`src/rtl/cmp_arbiter_pkg.sv`:
```
// Shared definitions for the two-requester compare arbiter.
package cmp_arbiter_pkg;

  localparam int unsigned DEFAULT_WIDTH = 4;

  typedef enum logic [1:0] {
    IDLE = 2'd0,
    CMP  = 2'd1,
    RESP = 2'd2
  } state_t;

endpackage

```
`src/rtl/cmp_arbiter_cmp.sv`:
```
// Unsigned magnitude comparator shared by both requesters.
module cmp_arbiter_cmp #(
  parameter int unsigned WIDTH = 4
) (
  input  logic [WIDTH-1:0] A,
  input  logic [WIDTH-1:0] B,
  output logic             greater,
  output logic             equal,
  output logic             lesser
);

  assign greater = (A > B);
  assign equal   = (A == B);
  assign lesser  = (A < B);

endmodule

```
`src/rtl/cmp_arbiter.sv`:
```
// Round-robin arbiter granting two requesters access to one comparator,
// with a held response stage under consumer backpressure.
module cmp_arbiter
  import cmp_arbiter_pkg::*;
#(
  parameter int unsigned WIDTH = DEFAULT_WIDTH
) (
  input  logic             clk,
  input  logic             rst_n,
  input  logic [1:0]       req,
  input  logic [WIDTH-1:0] a0,
  input  logic [WIDTH-1:0] b0,
  input  logic [WIDTH-1:0] a1,
  input  logic [WIDTH-1:0] b1,
  output logic [1:0]       gnt,
  output logic             rsp_valid,
  input  logic             rsp_ready,
  output logic             rsp_id,
  output logic             rsp_gt,
  output logic             rsp_eq,
  output logic             rsp_lt
);

  state_t           state;
  logic             last;
  logic             sel;
  logic [WIDTH-1:0] opa;
  logic [WIDTH-1:0] opb;
  logic             greater;
  logic             equal;
  logic             lesser;

  cmp_arbiter_cmp #(.WIDTH(WIDTH)) u_cmp (
    .A       (opa),
    .B       (opb),
    .greater (greater),
    .equal   (equal),
    .lesser  (lesser)
  );

  // On contention, the requester not granted last wins; last resets to 1 so 0 wins first.
  always_comb begin
    sel = 1'b0;
    gnt = '0;
    if (req == 2'b10)
      sel = 1'b1;
    else if (req == 2'b11)
      sel = ~last;
    if (rst_n && (state == IDLE) && (req != 2'b00))
      gnt = sel ? 2'b10 : 2'b01;
  end

  always_ff @(posedge clk) begin
    if (!rst_n) begin
      state     <= IDLE;
      last      <= 1'b1;
      opa       <= '0;
      opb       <= '0;
      rsp_valid <= 1'b0;
      rsp_id    <= 1'b0;
      rsp_gt    <= 1'b0;
      rsp_eq    <= 1'b0;
      rsp_lt    <= 1'b0;
    end else begin
      case (state)
        IDLE: begin
          if (req != 2'b00) begin
            opa   <= sel ? a1 : a0;
            opb   <= sel ? b1 : b0;
            last  <= sel;
            state <= CMP;
          end
        end
        CMP: begin
          rsp_gt    <= greater;
          rsp_eq    <= equal;
          rsp_lt    <= lesser;
          rsp_id    <= last;
          rsp_valid <= 1'b1;
          state     <= RESP;
        end
        RESP: begin
          if (rsp_ready) begin
            rsp_valid <= 1'b0;
            rsp_gt    <= 1'b0;
            rsp_eq    <= 1'b0;
            rsp_lt    <= 1'b0;
            state     <= IDLE;
          end
        end
        default: state <= IDLE;
      endcase
    end
  end

endmodule
```
`config.mk`:
```
export PLATFORM = sky130hd
export DESIGN_NAME = cmp_arbiter
export DESIGN_NICKNAME = d
export VERILOG_FILES = /design/src/rtl/cmp_arbiter_pkg.sv /design/src/rtl/cmp_arbiter_cmp.sv /design/src/rtl/cmp_arbiter.sv
export SDC_FILE = /design/constraint.sdc
export NUM_CORES = 1
export LEC_CHECK = 0
export CAP_MARGIN = 20
export CORE_MARGIN = 2
export CORE_UTILIZATION = 45
export DETAILED_ROUTE_END_ITERATION = 6
export MAX_ROUTING_LAYER = met4
export PLACE_DENSITY = 0.86
export SETUP_SLACK_MARGIN = 0.3
export SLEW_MARGIN = 25
export SYNTH_ARGS = -nofsm -noshare
export SYNTH_HDL_FRONTEND = slang
export SYNTH_HIERARCHICAL = 1
export SYNTH_SLANG_ARGS = --single-unit
```
`constraint.sdc`:
```
create_clock -name clk -period 1.54 [get_ports clk]
set_input_delay 0.308 -clock clk [delete_from_list [all_inputs] [get_ports clk]]
set_output_delay 0.308 -clock clk [all_outputs]
set_load 0.005 [all_outputs]
```
==> flow_metrics.py, run 1 <==
metrics = {
    "worst_hold_path": {
        "worstHoldStart": "rst_n",
        "min_path_type": "in -> reg",
        "worstHoldEndpoint": "last$_SDFFE_PN1P_",
        "worstHoldPathCells": 2,
    },
    "place": {
        "gp_congestion": 0.846,
        "portBuffers": 27,
        "dp_hpwl_um": 1520,
        "post_dp_cell_area_mm2": 0.00121,
    },
    "worst_setup_path": {
        "rr_startpoint": "opa[3]$_SDFFE_PN0P_",
        "end_kind": "primary output",
        "start_kind": "flop",
        "required_ns": 1.23,
        "rr_endpoint": "rsp_lt$_SDFFE_PN0P_",
        "crit_path_top_delay_cell": "dfxtp_2",
        "path_class": "reg -> out",
        "rrSetupSlack_ns": 0.13,
        "cpPeakStageDelay_ns": 0.35,
        "rr_worst_depth": 5,
        "cp_cell_sequence": "nor2_4 -> and3_4 -> and2_4 -> buf_6",
        "path_max_fanout": 3,
        "cp_data_arrival_time_ns": 1.21,
    },
    "timing": {
        "min_period_over_period_pct": 98.6,
        "rsz0062_at_grt": "yes",
        "slew_headroom_pct": 80.8,
        "hold-worst-slack_ns": 0.397,
        "final-max-slew-violation-count": 0,
        "setup-violations-final": 0,
        "final-hold-violation-count": 0,
        "max_freq_mhz": 659,
        "fin_worst_skew_ns": 0.0102,
        "worstMarginPinSlew_ns": 0.288,
        "layout_min_cycle_time_ns": 1.52,
    },
    "floorplan": {
        "io_pins": 28,
        "dieArea_mm2": 0.00234,
        "die_w_um": 48.4,
        "initial_utilization_pct": 46.6,
        "coreArea_mm2": 0.00190,
        "die_h_um": 48.4,
        "rows": 16,
    },
    "clocking": {
        "clock-sinks": 16,
        "h-tree-depth": 1,
        "insertion_delay_ns": 0.32,
        "numCtsBuffers": 3,
        "cts_tree": "yes",
        "clockBufferDepth": 2,
        "hold_buffers": 0,
        "cts-root-buf": "clkbuf_4",
        "path_clk_slew_ns": 0.11,
    },
    "job": {
        "drv_cap": 0,
    },
    "yosys": {
        "synth.ff_latch_count": 16,
        "synth-simple-area-share_pct": 13.3,
        "synth_fp_nets": 117,
        "netlist_area_um2": 887,
        "synth_compound_area_share_pct": 28.1,
        "yosys_warnings": 6,
        "ys_types": 25,
        "synthXorXnorAreaFrac_pct": 0,
        "synthAdderAreaFrac_pct": 5.64,
        "postSynthAreaPerCell_um2": 9.64,
        "ys_seq_area_share_pct": 36.1,
        "synthCells": 92,
        "synth.area.mux_share_pct": 10.2,
        "synth_top_family_by_area": "compound AO/OA/AOI/OAI gates",
    },
    "detailed_routing": {
        "drt_iter0_drc": 30,
        "drc_errors": 0,
        "viasPerCell": 5.55,
        "drt_pass1_iterations": 4,
        "ant_nets": 0,
        "wl_per_cell_um": 16.5,
        "wirelength_um": 2720,
        "routed-via-count": 916,
    },
    "global_routing": {
        "grt_max_degree": 12,
        "overflow": 0,
        "grt_pass1_wl_um": 3970,
        "grtUsageTotal_pct": 22.3,
        "antenna_found_initial": 0,
        "grt_pass1_vias": 857,
    },
    "power_and_ir_drop": {
        "ir_drop_mv": 0.604,
        "p_leak_nw": 0.635,
        "power.density_mw_per_mm2": 939,
    },
    "cells_and_area": {
        "fin_nets": 164,
        "drive_above_1_share_pct": 50.0,
        "num-fill-cells": 105,
        "diodes": 0,
        "syn_to_final_growth_pct": 64.6,
        "final_area_mm2": 0.00146,
    },
    "run_status": {
        "status": "complete, no violations",
    },
}
==> cells in the final DEF, fill, tap and decap left out, drive strengths merged <==
cell and n:
o221ai 3, nand2 4, clkdlybuf4s15 1, nor2 7, or3 1, buf 21
a21bo 1, o21bai 1, and3 2, inv 6, nor2b 1, ha 4
or2 1, mux2i 9, o21ai 2, dfxtp 16, dlygate4sd2 7, clkdlybuf4s50 17
a211oi 8, clkbuf 5, and2 3, a21oi 16, nor3 1, nand2b 1
==> stage by stage <==
step,TNS (ns),power (W),instances,util (%),setup slack (ns)
2_1_floorplan,0,0.000765,92,-,0.288
6_report,0,0.00137,165,76.8,0.0219
3_5_place_dp,-1.88,0.000907,148,63.5,-0.507
5_1_grt,-0.00444,0.00142,165,76.8,-0.00444
3_3_place_gp,-1.54,0.000890,148,63.5,-0.496
4_1_cts,0,0.00125,157,70.5,0.0490
==> state kept, by name, summed over array words and instances, names as in the netlist <==
| signal | flops |
|---|---|
| opa | 4 |
| opb | 4 |
| state | 2 |
| last | 1 |
| rsp_eq | 1 |
| rsp_gt | 1 |
| rsp_id | 1 |
| rsp_lt | 1 |
| rsp_valid | 1 |
==> how the worst max path moves through the flow <==
stage / from / end / cells after the start
final: state[0]$_SDFFE_PN0P_ / gnt[0] / 4
after global routing: state[0]$_SDFFE_PN0P_ / gnt[0] / 4
after CTS: req[1] / gnt[0] / 5
after detailed placement: req[1] / gnt[0] / 5
after global placement: req[1] / gnt[0] / 5
after floorplan: opb[3]$_SDFFE_PN0P_ / rsp_lt$_SDFFE_PN0P_ / 7
==> cells in the mapped netlist <==
library cell,instances,area [um2]
dfxtp_1,16,320
a21oi_1,15,75.1
mux2i_1,9,90.1
a211oi_2,8,100
inv_1,6,22.5
nor2_1,6,22.5
ha_1,4,50.1
nand2_1,4,15.0
buf_2,3,15.0
o221ai_1,3,26.3
and2_1,2,12.5
and3_1,2,12.5
buf_6,2,22.5
a21bo_1,1,10.0
a21oi_2,1,8.76
and2_4,1,8.76
nand2b_1,1,6.26
nor2_2,1,6.26
nor2b_4,1,13.8
nor3_1,1,5.00
o21ai_0,1,5.00
o21ai_1,1,5.00
o21bai_4,1,18.8
or2_4,1,8.76
or3_1,1,6.26
==> repair_timing <==
item,4_1_cts,5_1_grt
cloned,0,1
gates resized for setup,39,13
setup buffers,5,7
pin swaps,7,7
setup endpoints to repair,19,14
==> final cells by class <==
type / count / area (um2) / area share, %
clock buffer: 4 / 36.3 / 2.49
inverter: 6 / 22.5 / 1.54
multi-input combinational: 65 / 588 / 40.3
sequential: 16 / 335 / 23.0
tap: 27 / 33.8 / 2.31
timing repair buffer: 47 / 444 / 30.4
==> where the power goes <==
group	total, W	internal, W	leakage [nW]	switching [W]
clock	0.000307	0.000145	0.0210	0.000162
sequential	0.000507	0.000469	0.136	0.0000376
combinational	0.000557	0.000313	0.479	0.000244
==> metal layers <==
metal  routed length (um)  vias up  track usage, %
met5                    0        -               -
met4                   61        0            8.57
met3                  184        7            4.01
met2                 1390       51            37.7
met1                 1080      434            26.5
li1                     -      424               -
==> cell families (layout without fill, tap and decap cells) <==
logic type | after synthesis | in the layout
AND/OR/NAND/NOR | 21 | 21
adder cells (fa/ha/maj) | 4 | 4
multiplexers | 9 | 9
flip-flops | 16 | 16
AO/OA/AOI/OAI | 31 | 31
buffers and inverters | 11 | 57
==> critical path: cells and delay by family, from the launching register on <==
family	cells	cell delay, ns
DFF	1	0.35
and+or+nand+nor	3	0.46
buffers and inverters	1	0.08
Note: power is estimated with default switching activity, not from simulation.
==> run 2: changes to the inputs <==
Settings changed: CAP_MARGIN 20 to 25.
==> results of run 2 <==
Final layout, timing and power as in run 1 (identical DEF).
==> run 3: changes to the inputs <==
Settings changed: CORE_UTILIZATION 45 to 25, PLACE_DENSITY 0.86 to 0.56, SETUP_SLACK_MARGIN 0.3 to 0.5.
==> run 3 against run 2 <==
Die area grew 73%. First-iteration DRC count is 17% higher. Critical path type unchanged. Clock power is 27% lower. Largest cell class unchanged.
==> flow_metrics.py, run 3 (synthesis gave the netlist of run 1 again) <==
metrics = {
    "place": {
        "gp_congestion": 0.724,
        "dp_hpwl_um": 1440,
        "dp_cells": 167,
        "portBuffers": 27,
        "dp_slack_ns": -0.457,
    },
    "worst_hold_path": {
        "min_path_type": "in -> reg",
        "worstHoldStart": "rst_n",
        "worstHoldPathCells": 2,
        "worstHoldEndpoint": "last$_SDFFE_PN1P_",
    },
    "global_routing": {
        "antenna_found_initial": 0,
        "overflow": 0,
        "grt_max_degree": 12,
        "grt_pass1_vias": 837,
        "grtUsageTotal_pct": 13.2,
        "grt_pass1_wl_um": 3900,
    },
    "worst_setup_path": {
        "path_class": "reg -> out",
        "required_ns": 1.23,
        "rr_startpoint": "opb[3]$_SDFFE_PN0P_",
        "rr_worst_depth": 7,
        "end_kind": "primary output",
        "path_max_fanout": 3,
        "start_kind": "flop",
        "cp_data_arrival_time_ns": 1.16,
        "rrSetupSlack_ns": 0.24,
        "rr_endpoint": "rsp_lt$_SDFFE_PN0P_",
    },
    "timing": {
        "min_period_over_period_pct": 95.5,
        "final-max-slew-violation-count": 0,
        "fin_worst_skew_ns": 0.00106,
        "rsz0062_at_grt": "yes",
        "max_freq_mhz": 680,
        "slew_headroom_pct": 86.0,
        "final-hold-violation-count": 0,
        "worstMarginPinSlew_ns": 0.204,
        "layout_min_cycle_time_ns": 1.47,
        "setup-violations-final": 0,
        "hold-worst-slack_ns": 0.429,
        "fin_ws_ns": 0.0694,
    },
    "cells_and_area": {
        "diodes": 0,
        "layout_commonest_cell": "clkdlybuf4s50_1",
        "fin_cells": 182,
        "multi_input_area_um2": 628,
        "fin_nets": 163,
        "syn_to_final_growth_pct": 67.7,
        "final_cell_mix": "clkdlybuf4s50_1 (17), a21oi_1 (13), buf_4 (13)",
        "finish.utilization_pct": 44.2,
        "largest_registers": "opa: 4 flops, opb: 4 flops, state: 2 flops",
        "num-fill-cells": 372,
        "ff_latch_area_um2": 335,
        "drive_above_1_share_pct": 57.4,
    },
    "clocking": {
        "path_clk_slew_ns": 0.09,
        "hold_buffers": 0,
        "numCtsBuffers": 3,
        "cts-root-buf": "clkbuf_4",
        "cts_tree": "yes",
        "clockBufferDepth": 2,
        "insertion_delay_ns": 0.28,
        "h-tree-depth": 1,
        "clock-sinks": 16,
    },
    "floorplan": {
        "initial_utilization_pct": 26.4,
        "die_h_um": 63.6,
        "coreArea_mm2": 0.00336,
        "die_w_um": 63.6,
        "rows": 21,
        "dieArea_mm2": 0.00404,
        "io_pins": 28,
    },
    "power_and_ir_drop": {
        "switching_power_w": 0.000414,
        "p_leak_nw": 0.621,
        "pwr-share-comb_pct": 43.7,
        "power.density_mw_per_mm2": 871,
        "ir_drop_mv": 0.267,
        "clkPwrFrac_pct": 17.2,
        "p_int_w": 0.000881,
        "seqPwrFrac_pct": 39.1,
        "netSwitchingFraction_pct": 32.0,
    },
    "detailed_routing": {
        "wl_per_cell_um": 13.4,
        "routed-via-count": 821,
        "ant_nets": 0,
        "drc_errors": 0,
        "drt_pass1_iterations": 4,
        "drt_iter0_drc": 35,
        "wirelength_um": 2450,
        "viasPerCell": 4.51,
    },
    "run_status": {
        "status": "complete, no violations",
    },
    "job": {
        "drv_cap": 0,
    },
}
-- run 3: cell count changes in the layout (fill, tap and decap cells not counted), moves of 2 or more --
cell / delta
ha_4: +2
dlygate4sd2_1: -6
buf_2: +6
buf_4: -3
inv_2: +4
mux2i_2: -2
a21oi_2: -2
a21oi_1: +2
inv_1: -4
buf_6: +2
mux2i_1: +2
ha_1: -2
-- run 3: worst max path at each step --
stage / from / end / slack [ns] / cells after the start
2_1_floorplan: opb[3]$_SDFFE_PN0P_ / rsp_lt$_SDFFE_PN0P_ / 0.29 / 7
3_3_place_gp: req[1] / gnt[0] / -0.46 / 5
3_5_place_dp: req[1] / gnt[0] / -0.46 / 5
4_1_cts: state[0]$_SDFFE_PN0P_ / gnt[0] / 0.07 / 4
5_1_grt: state[1]$_SDFFE_PN0P_ / gnt[0] / 0.02 / 4
6_report: state[1]$_SDFFE_PN0P_ / gnt[0] / 0.07 / 4
-- run 3: layout make-up --
type                    instances  share of cell area (%)
multi-input cells              65                    42.2
repair buffers                 46                    28.3
flip-flops and latches         16                    22.5
well taps                      46                    3.87
clock buffers                   3                    1.51
inverters                       6                    1.51
-- run 3: power by group through the flow --
stage                     clock (W)  combinational [W]  sequential [W]
after floorplan                   0           0.000281        0.000502
after global placement            0           0.000408        0.000503
after detailed placement          0           0.000415        0.000504
after CTS                  0.000231           0.000517        0.000505
after global routing       0.000246           0.000617        0.000512
final                      0.000223           0.000565        0.000507
-- run 3: through the flow --
step / total power [W] / setup TNS, ns / cell area, um2
global route: 0.00137 / 0 / 1490
finish: 0.00130 / 0 / 1490
global placement: 0.000911 / -1.85 / 1250
detailed placement: 0.000918 / -2.01 / 1250
floorplan: 0.000783 / 0 / 923
CTS: 0.00125 / 0 / 1430
-- run 3: what timing repair did --
item | 4_1_cts | 5_1_grt
gates cloned | 2 | 1
setup endpoints to repair | 21 | 21
setup buffers | 8 | 1
resized for setup | 69 | 6
pin swaps | 12 | 3
-- run 3: per-layer routing --
layer / global-route usage, % / share of wire [%] / routed length [um] / up-vias
met1: 13.9 / 41 / 997 / 385
met4: 6.52 / 1.8 / 43 / 0
met3: 1.43 / 2.3 / 56 / 4
met5: - / 0 / 0 / -
met2: 24.1 / 55 / 1350 / 14
li1: - / - / - / 418
-- run 3: critical path: stages (launching register included) --
cell	delay [ns]
dfxtp_2	0.35
nor2_4	0.13
and3_4	0.19
and2_4	0.13
buf_6	0.08
